<file path="src/rtl/rf_wb_arbiter.sv">
// rf_wb_arbiter
// Round-robin arbiter sharing the single register-file write port between the
// ALU write-back path (requester 0) and the load return path (requester 1).
// The winning write is registered and presented to the register file one
// cycle after the handshake. Saturating per-requester stall counters are
// kept for performance debug.
module rf_wb_arbiter #(
    parameter int DATA_W  = 32,
    parameter int ADDR_W  = 5,
    parameter int RR_INIT = 0,
    parameter int CNT_W   = 16
) (
    input  logic              clk,
    input  logic              rst,
    input  logic              req0_valid,
    output logic              req0_ready,
    input  logic [ADDR_W-1:0] req0_addr,
    input  logic [DATA_W-1:0] req0_data,
    input  logic              req1_valid,
    output logic              req1_ready,
    input  logic [ADDR_W-1:0] req1_addr,
    input  logic [DATA_W-1:0] req1_data,
    output logic              rf_we,
    output logic [ADDR_W-1:0] rf_w_addr,
    output logic [DATA_W-1:0] rf_w_data,
    output logic              prio,
    output logic [CNT_W-1:0]  stall0_cnt,
    output logic [CNT_W-1:0]  stall1_cnt
);

    localparam logic             PRIO_INIT = (RR_INIT != 0);
    localparam logic [CNT_W-1:0] CNT_MAX   = '1;
    localparam logic [CNT_W-1:0] CNT_ONE   = {{(CNT_W-1){1'b0}}, 1'b1};

    logic              gnt0;
    logic              gnt1;

    logic              rf_we_d,     rf_we_q;
    logic [ADDR_W-1:0] rf_w_addr_d, rf_w_addr_q;
    logic [DATA_W-1:0] rf_w_data_d, rf_w_data_q;
    logic              prio_d,      prio_q;
    logic [CNT_W-1:0]  stall0_d,    stall0_q;
    logic [CNT_W-1:0]  stall1_d,    stall1_q;

    // Grant: an uncontested request always wins; on contention prio decides.
    always_comb begin
        gnt0 = req0_valid & (~req1_valid | ~prio_q);
        gnt1 = req1_valid & (~req0_valid |  prio_q);
    end

    assign req0_ready = gnt0;
    assign req1_ready = gnt1;

    // Next write-port contents; writes to register 0 handshake but never enable.
    always_comb begin
        rf_we_d     = 1'b0;
        rf_w_addr_d = rf_w_addr_q;
        rf_w_data_d = rf_w_data_q;
        if (gnt0) begin
            rf_we_d     = |req0_addr;
            rf_w_addr_d = req0_addr;
            rf_w_data_d = req0_data;
        end else if (gnt1) begin
            rf_we_d     = |req1_addr;
            rf_w_addr_d = req1_addr;
            rf_w_data_d = req1_data;
        end
    end

    // Priority moves to the other requester after every grant, contested or not.
    always_comb begin
        prio_d = prio_q;
        if (gnt0) begin
            prio_d = 1'b1;
        end else if (gnt1) begin
            prio_d = 1'b0;
        end
    end

    // Stall counters count valid-but-not-ready cycles and stick at all-ones.
    always_comb begin
        stall0_d = stall0_q;
        stall1_d = stall1_q;
        if (req0_valid && !gnt0 && (stall0_q != CNT_MAX)) begin
            stall0_d = stall0_q + CNT_ONE;
        end
        if (req1_valid && !gnt1 && (stall1_q != CNT_MAX)) begin
            stall1_d = stall1_q + CNT_ONE;
        end
    end

    // State registers; reset discards any write captured in the same cycle.
    always_ff @(posedge clk or posedge rst) begin
        if (rst) begin
            rf_we_q     <= 1'b0;
            rf_w_addr_q <= '0;
            rf_w_data_q <= '0;
            prio_q      <= PRIO_INIT;
            stall0_q    <= '0;
            stall1_q    <= '0;
        end else begin
            rf_we_q     <= rf_we_d;
            rf_w_addr_q <= rf_w_addr_d;
            rf_w_data_q <= rf_w_data_d;
            prio_q      <= prio_d;
            stall0_q    <= stall0_d;
            stall1_q    <= stall1_d;
        end
    end

    assign rf_we      = rf_we_q;
    assign rf_w_addr  = rf_w_addr_q;
    assign rf_w_data  = rf_w_data_q;
    assign prio       = prio_q;
    assign stall0_cnt = stall0_q;
    assign stall1_cnt = stall1_q;

endmodule
</file>
<file path="config.mk">
export PLATFORM = sky130hd
export DESIGN_NAME = rf_wb_arbiter
export DESIGN_NICKNAME = d
export VERILOG_FILES = /design/src/rtl/rf_wb_arbiter.sv
export SDC_FILE = /design/constraint.sdc
export NUM_CORES = 1
export LEC_CHECK = 0
export ABC_AREA = 1
export CORE_ASPECT_RATIO = 1.5
export CORE_MARGIN = 1.5
export CORE_UTILIZATION = 40
export DETAILED_ROUTE_END_ITERATION = 8
export PLACE_DENSITY = 0.75
export REMOVE_ABC_BUFFERS = 1
export SETUP_SLACK_MARGIN = 0.15
export SLEW_MARGIN = 20
export SYNTH_ARGS = -nofsm -noshare
export SYNTH_HDL_FRONTEND = slang
export SYNTH_SLANG_ARGS = --single-unit
</file>
<file path="constraint.sdc">
create_clock -name clk -period 4.5 [get_ports clk]
set_input_delay 0.9 -clock clk [delete_from_list [all_inputs] [get_ports clk]]
set_output_delay 0.9 -clock clk [all_outputs]
set_load 0.02 [all_outputs]
</file>
==> impl_metrics.yaml, run 1 <==
route:
  postRouteAntennaNets: 0
  number_of_vias_per_cell_after_detailed_routing: 4.96
  first_drt_pass_iteration_count: 5
  totalWireLength_mm: 10.5
  wire_per_inst_um: 13.4
  vias: 3885
  drt_iter0_drc: 261
  drc: 0
timing:
  final.min_clock_period_ns: 3.35
  final_cycle_share_pct: 74.4
  timing.clock.skew_ns: 0.00443
  final.setup.tns_ns: 0
  slew_viol_final: 0
  setup_viol: 0
  worst_max_slew_margin_expressed_relative_to_the_limit_pct: 40.0
  max_slew.worst_pin.slew_ns: 0.900
  fmax_ghz: 0.299
  grt_setup_unrepaired: "no"
  timing.final.hold_violations: 0
die:
  die_h_um: 121
  floorplan.die.width_um: 81.8
  die_footprint_um2: 9920
  std_cell_rows: 43
  placeableCoreArea_um2: 9150
  design.portCount: 151
  floorplan.initialDensity_pct: 40.7
synth:
  main_area_contributors_after_synthesis: "sky130_fd_sc_hd__dfrtp_1, sky130_fd_sc_hd__nand2_1, sky130_fd_sc_hd__nand3_1"
  synth_area_um2: 3730
  synth-warning-count: 0
  synth_area_per_cell_um2: 7.22
  netlist.area_leader.share_pct: 47.7
  netlist.top_cell.by_area: "sky130_fd_sc_hd__dfrtp_1"
  seq_area_frac_synth_pct: 47.7
  synth-seq-cells: 71
  yosysUniqueCellTypes: 23
  syn-instance-count: 516
critical_path:
  cp_class: "in2out"
  path_max_fanout: 5
  cp-endpoint: "req0_ready"
  worst_ep_required_time_ns: 3.60
  critical_path.startpoint_type: "input pin"
  r2r_start: "stall1_cnt[0]$_DFFE_PP0P_"
  crit_path_end_kind: "primary output"
  r2r_setup_slack_ns: 2.63
  worstReg2RegEnd: "stall1_cnt[7]$_DFFE_PP0P_"
  worstPathArrival_ns: 2.45
  r2r.worst_path.cells: 8
  worstSetupStartpoint: "req1_valid"
cts:
  cts_root_buf: "sky130_fd_sc_hd__clkbuf_16"
  post_cts.repair.setup_buffers: 0
  clock_tree_from_tritoncts: "yes"
  cts_buffers: 9
  ctsHoldBuffers: 0
  post_cts_resize_count: 0
  cts-root-to-sink-buffers: 2
  tritoncts_num_sinks: 71
  clock_transition_at_the_registers_of_the_reported_paths_ns: 0.06
  insertion_delay_ns: 0.33
  htree_num_levels: 3
pwr:
  clock_power_share_pct: 39.7
  power_frac_seq_pct: 37.4
  total_leakage_power_nw: 2.58
  intPower_mw: 1.48
  ir_drop_mv: 0.215
  p_per_area_nw_per_um2: 365
  power.net_switching_mw: 0.588
  combinationalPowerShare_pct: 22.9
  share_of_total_power_consumed_by_net_switching_pct: 28.5
placement:
  numPortBuffers: 150
  routabilityCongestion: 0.854
  placed_cells: 769
  post_dp_hpwl_mm: 7.64
global_route:
  antenna_found_initial: 0
  grt.total_usage_pct: 22.9
  grt_first_pass_wirelength_mm: 17.6
  first_global_vias: 3834
  globalRoute.totalOverflow: 0
  grt_start_max_net_pins: 44
final_layout:
  final_layout_size_suffix_gt1_share_pct: 4.91
  nNetsFinal: 748
  final_cells: 784
  antenna-diode-count: 0
  area_growth_syn_to_layout_pct: 51.9
flow_run:
  max-cap-violations: 0
status:
  status: "finished clean"
hold_path:
  min-delay-path-class: "reg2reg"
[cell type report]
type	instances	area, um^2
Clock buffer	9	225
Clock inverter	6	110
Fill cell	829	3490
Inverter	47	176
Multi-Input combinational cell	386	1710
Sequential cell	71	1780
Tap cell	112	140
Timing Repair Buffer	153	1520
[cell families after synthesis]
family          after synthesis  share of synthesized area, %
flops                        71                          47.7
buf+inv                      59                          6.51
simple gates                362                          40.2
xor+xnor                     13                          3.06
compound gates                9                          1.91
fa+ha+maj                     2                         0.671
[flip-flops by register name (all words and copies together), names as in the netlist]
| signal | count |
|---|---|
| prio | 1 |
| rf_w_addr | 5 |
| rf_w_data | 32 |
| rf_we | 1 |
| stall0_cnt | 16 |
| stall1_cnt | 16 |
[metal layers]
metal / vias up / wire length, um / track usage, %
met1: 1827 / 4130 / 26.1
met3: 17 / 673 / 6.47
met2: 136 / 5480 / 39.7
li1: 1905 / - / -
met5: - / 0 / 0
met4: 0 / 222 / 8.58
[cells in the mapped netlist (all sizes together)]
| library cell | count |
|---|---|
| nand3 | 61 |
| nand4 | 8 |
| o21ai | 5 |
| xnor2 | 6 |
| inv | 45 |
| nor3 | 1 |
| clkinv | 2 |
| o221ai | 3 |
| ha | 2 |
| xor2 | 7 |
| nor2 | 40 |
| nand2 | 252 |
| a22o | 1 |
| buf | 10 |
| clkbuf | 2 |
| dfrtp | 71 |
[worst min-delay path by stage]
stage / startpoint / to / slack, ns / cells past startpoint
2_1_floorplan: rf_w_addr[0]$_DFFE_PP0P_ / rf_w_addr[0]$_DFFE_PP0P_ / 0.60 / 2
3_3_place_gp: rf_w_data[20]$_DFFE_PP0P_ / rf_w_data[20]$_DFFE_PP0P_ / 0.48 / 2
3_5_place_dp: rf_w_addr[4]$_DFFE_PP0P_ / rf_w_addr[4]$_DFFE_PP0P_ / 0.48 / 2
4_1_cts: rf_w_data[20]$_DFFE_PP0P_ / rf_w_data[20]$_DFFE_PP0P_ / 0.50 / 2
5_1_grt: rf_w_data[16]$_DFFE_PP0P_ / rf_w_data[16]$_DFFE_PP0P_ / 0.53 / 2
6_report: rf_w_data[13]$_DFFE_PP0P_ / rf_w_data[13]$_DFFE_PP0P_ / 0.50 / 2
[critical path: stages]
cell	delay [ns]
sky130_fd_sc_hd__clkdlybuf4s50_1	0.50
sky130_fd_sc_hd__nand2_1	0.12
sky130_fd_sc_hd__nand2_1	0.20
sky130_fd_sc_hd__clkinv_1	0.15
sky130_fd_sc_hd__clkdlybuf4s50_1	0.57
[placed cells by master, fill, tap and decap left out]
cell,Yosys,layout
sky130_fd_sc_hd__inv_1,44,43
sky130_fd_sc_hd__nor2_4,2,2
sky130_fd_sc_hd__o21ai_0,4,4
sky130_fd_sc_hd__o21ai_4,1,1
sky130_fd_sc_hd__clkbuf_16,0,9
sky130_fd_sc_hd__nor2_1,32,32
sky130_fd_sc_hd__nand3_1,61,61
sky130_fd_sc_hd__a22o_1,1,1
sky130_fd_sc_hd__clkdlybuf4s50_1,0,150
sky130_fd_sc_hd__bufinv_16,0,3
sky130_fd_sc_hd__o221ai_1,3,3
sky130_fd_sc_hd__nand2_1,248,248
sky130_fd_sc_hd__clkinv_2,0,1
sky130_fd_sc_hd__buf_4,0,3
sky130_fd_sc_hd__xnor2_1,6,6
sky130_fd_sc_hd__clkinvlp_4,0,2
sky130_fd_sc_hd__dfrtp_1,71,71
sky130_fd_sc_hd__nor2_2,6,6
sky130_fd_sc_hd__inv_2,1,2
sky130_fd_sc_hd__nand2_2,4,4
sky130_fd_sc_hd__ha_1,2,2
sky130_fd_sc_hd__nor3_1,1,1
sky130_fd_sc_hd__clkinv_1,2,2
sky130_fd_sc_hd__xor2_1,7,7
sky130_fd_sc_hd__nand4_1,8,8
[power groups by stage]
stage	combinational (mW)	sequential, mW	clock [mW]
after floorplan	0.140	0.855	0
after global placement	0.469	0.779	0
after detailed placement	0.477	0.781	0
after CTS	0.478	0.772	0.825
after global routing	0.517	0.783	0.854
final	0.473	0.772	0.819
[stage by stage]
step	hold slack, ns	cell area (um^2)	util [%]	setup slack (ns)	power, mW
2_1_floorplan	0.601	3660	-	1.80	0.995
3_3_place_gp	0.480	5320	58.2	1.17	1.25
3_5_place_dp	0.482	5320	58.2	1.16	1.26
4_1_cts	0.502	5660	61.9	1.14	2.08
5_1_grt	0.527	5660	61.9	1.04	2.15
6_report	0.497	5660	61.9	1.15	2.06
Note: power is estimated with default switching activity, not from simulation.
==> run 2: changes to the inputs <==
Settings changed: CORE_UTILIZATION 40 to 39, PLACE_DENSITY 0.75 to 0.76.
Clock period 4.5 ns to 2.75 ns, I/O delays scaled along.
==> run 2 against run 1 <==
First-iteration DRC count shrank 35%. Combinational power grew 65%. Core utilization shrank 0.67 points. Register-to-register slack lost 1.6 ns. Sequential share of layout area is essentially flat. Critical path type unchanged. Largest cell class unchanged. Largest power group is now registers. Highest routed layer unchanged.
==> impl_metrics.yaml, run 2 (synthesis gave the netlist of run 1 again) <==
status:
  status: "finished clean"
final_layout:
  largest_register_ff_count: 32
  nNetsFinal: 751
  final_core_util_pct: 61.2
  layout.cells.most_common_list: "sky130_fd_sc_hd__nand2_1, sky130_fd_sc_hd__clkdlybuf4s50_1, sky130_fd_sc_hd__dfrtp_1"
  area_growth_syn_to_layout_pct: 52.0
  final_cells: 786
  final_layout_size_suffix_gt1_share_pct: 5.19
  antenna-diode-count: 0
  mostFrequentLayoutCell: "sky130_fd_sc_hd__nand2_1"
cts:
  cts_buffers: 9
  insertion_delay_ns: 0.33
  htree_num_levels: 3
  cts-root-to-sink-buffers: 2
  tritoncts_num_sinks: 71
  ctsHoldBuffers: 0
  post_cts.repair.setup_buffers: 0
  clock_tree_from_tritoncts: "yes"
  cts_root_buf: "sky130_fd_sc_hd__clkbuf_16"
  clock_transition_at_the_registers_of_the_reported_paths_ns: 0.05
global_route:
  first_global_vias: 3783
  grt_start_max_net_pins: 39
  grt_first_pass_wirelength_mm: 17.1
  antenna_found_initial: 0
  globalRoute.totalOverflow: 0
  grt.total_usage_pct: 20.9
critical_path:
  critical_path.startpoint_type: "input pin"
  cp_class: "in2out"
  cp.buffers_inverters: 3
  worstPathArrival_ns: 1.69
  worst_ep_required_time_ns: 2.20
  worst_path_max_delay_cell: "sky130_fd_sc_hd__clkdlybuf4s50_1"
  path_max_fanout: 4
  critical_path_cell_list: "clkdlybuf4s50_1 -> nand2_1 -> nand2_1 -> clkinv_1 -> dlymetal6s2s_1"
  timing.critical_path.slowest_cell_delay_ns: 0.51
  crit_path_end_kind: "primary output"
  crit_path_frequent_cell: "sky130_fd_sc_hd__nand2_1"
  critPathTopFamily: "buffers and inverters"
timing:
  final.min_clock_period_ns: 2.24
  max_slew.worst_pin.slew_ns: 0.649
  grt_setup_unrepaired: "no"
  hold-worst-slack_ns: 0.491
  timing.final.hold_violations: 0
  setup_viol: 0
  final_cycle_share_pct: 81.5
  final.setup.tns_ns: 0
  slew_viol_final: 0
  fmax_ghz: 0.446
  timing.clock.skew_ns: 0.00678
  worst_max_slew_margin_expressed_relative_to_the_limit_pct: 56.7
pwr:
  total_leakage_power_nw: 2.61
  finalPower_mw: 3.25
  ir_drop_mv: 0.453
  p_per_area_nw_per_um2: 574
route:
  vias: 3848
  number_of_vias_per_cell_after_detailed_routing: 4.90
  postRouteAntennaNets: 0
  first_drt_pass_iteration_count: 4
  totalWireLength_mm: 10.5
  wire_per_inst_um: 13.4
  drc: 0
  drt_iter0_drc: 169
placement:
  post_dp_hpwl_mm: 7.79
  numPortBuffers: 150
  placed_cells: 772
  routabilityCongestion: 0.860
hold_path:
  min-delay-path-class: "reg2reg"
die:
  die_footprint_um2: 10200
  design.portCount: 151
  floorplan.initialDensity_pct: 40.3
  floorplan.die.width_um: 82.8
  std_cell_rows: 43
  placeableCoreArea_um2: 9250
  die_h_um: 123
flow_run:
  max-cap-violations: 0
run 2: cell types whose count changed in the layout (fill, tap and decap cells not counted):
cell	delta
sky130_fd_sc_hd__dlymetal6s2s_1	+2
sky130_fd_sc_hd__bufinv_16	-1
sky130_fd_sc_hd__clkinvlp_4	-2
sky130_fd_sc_hd__buf_4	+2
sky130_fd_sc_hd__clkdlybuf4s50_1	-2
sky130_fd_sc_hd__buf_12	+1
sky130_fd_sc_hd__clkinv_2	+2
run 2: final cells by class:
class,instances,area [um^2]
Clock buffer,9,225
Clock inverter,5,75.1
Fill cell,848,3590
Inverter,47,176
Multi-Input combinational cell,386,1710
Sequential cell,71,1780
Tap cell,112,140
Timing Repair Buffer,156,1560
run 2: worst paths after layout:
kind                                      startpoint                         to  slack [ns]  cells past startpoint
setup / recovery                          req0_valid                 req1_ready        0.51                      5
hold / removal              rf_w_data[7]$_DFFE_PP0P_   rf_w_data[7]$_DFFE_PP0P_        0.49                      2
setup reg to reg           stall0_cnt[1]$_DFFE_PP0P_  stall0_cnt[2]$_DFFE_PP0P_        1.06                      9
hold reg to reg             rf_w_data[7]$_DFFE_PP0P_   rf_w_data[7]$_DFFE_PP0P_        0.49                      2
max in group asynchronous                        rst   rf_w_data[7]$_DFFE_PP0P_        1.56                      3
min in group asynchronous                        rst  stall0_cnt[5]$_DFFE_PP0P_        0.60                      2
run 2: timing repair:
action,4_1_cts,5_1_grt
endpoints found under the setup margin,0,2
gates resized for setup,0,2
hold endpoints to repair,0,0
run 2: per-layer routing:
layer	track usage (%)	vias to the layer above	routed length, um
li1	-	1910	-
met1	23.5	1794	4180
met2	37.4	126	5510
met3	5.51	18	658
met4	8.85	0	181
met5	0	-	0
run 2: stage by stage:
stage	setup WS [ns]	cell area [um^2]
3_5_place_dp	0.179	5360
6_report	0.509	5660
5_1_grt	0.460	5660
2_1_floorplan	0.403	3660
4_1_cts	0.162	5660
3_3_place_gp	0.192	5360
run 2: worst register-to-register path, stage by stage (launching register included):
cell and delay, ns:
sky130_fd_sc_hd__dfrtp_1 0.42, sky130_fd_sc_hd__ha_1 0.25, sky130_fd_sc_hd__nand2_1 0.08, sky130_fd_sc_hd__nor2_2 0.13, sky130_fd_sc_hd__nand2_2 0.11, sky130_fd_sc_hd__nor2_4 0.12
sky130_fd_sc_hd__nand2_2 0.15, sky130_fd_sc_hd__nand2_2 0.23, sky130_fd_sc_hd__nand2_1 0.08, sky130_fd_sc_hd__nand2_1 0.07
run 2: where the power goes:
group / leakage [nW] / switching [mW] / internal, mW / total [mW]
logic: 1.55 / 0.395 / 0.384 / 0.779
clock network: 0.151 / 0.429 / 0.779 / 1.21
registers: 0.910 / 0.107 / 1.16 / 1.26
total: 2.61 / 0.931 / 2.32 / 3.25
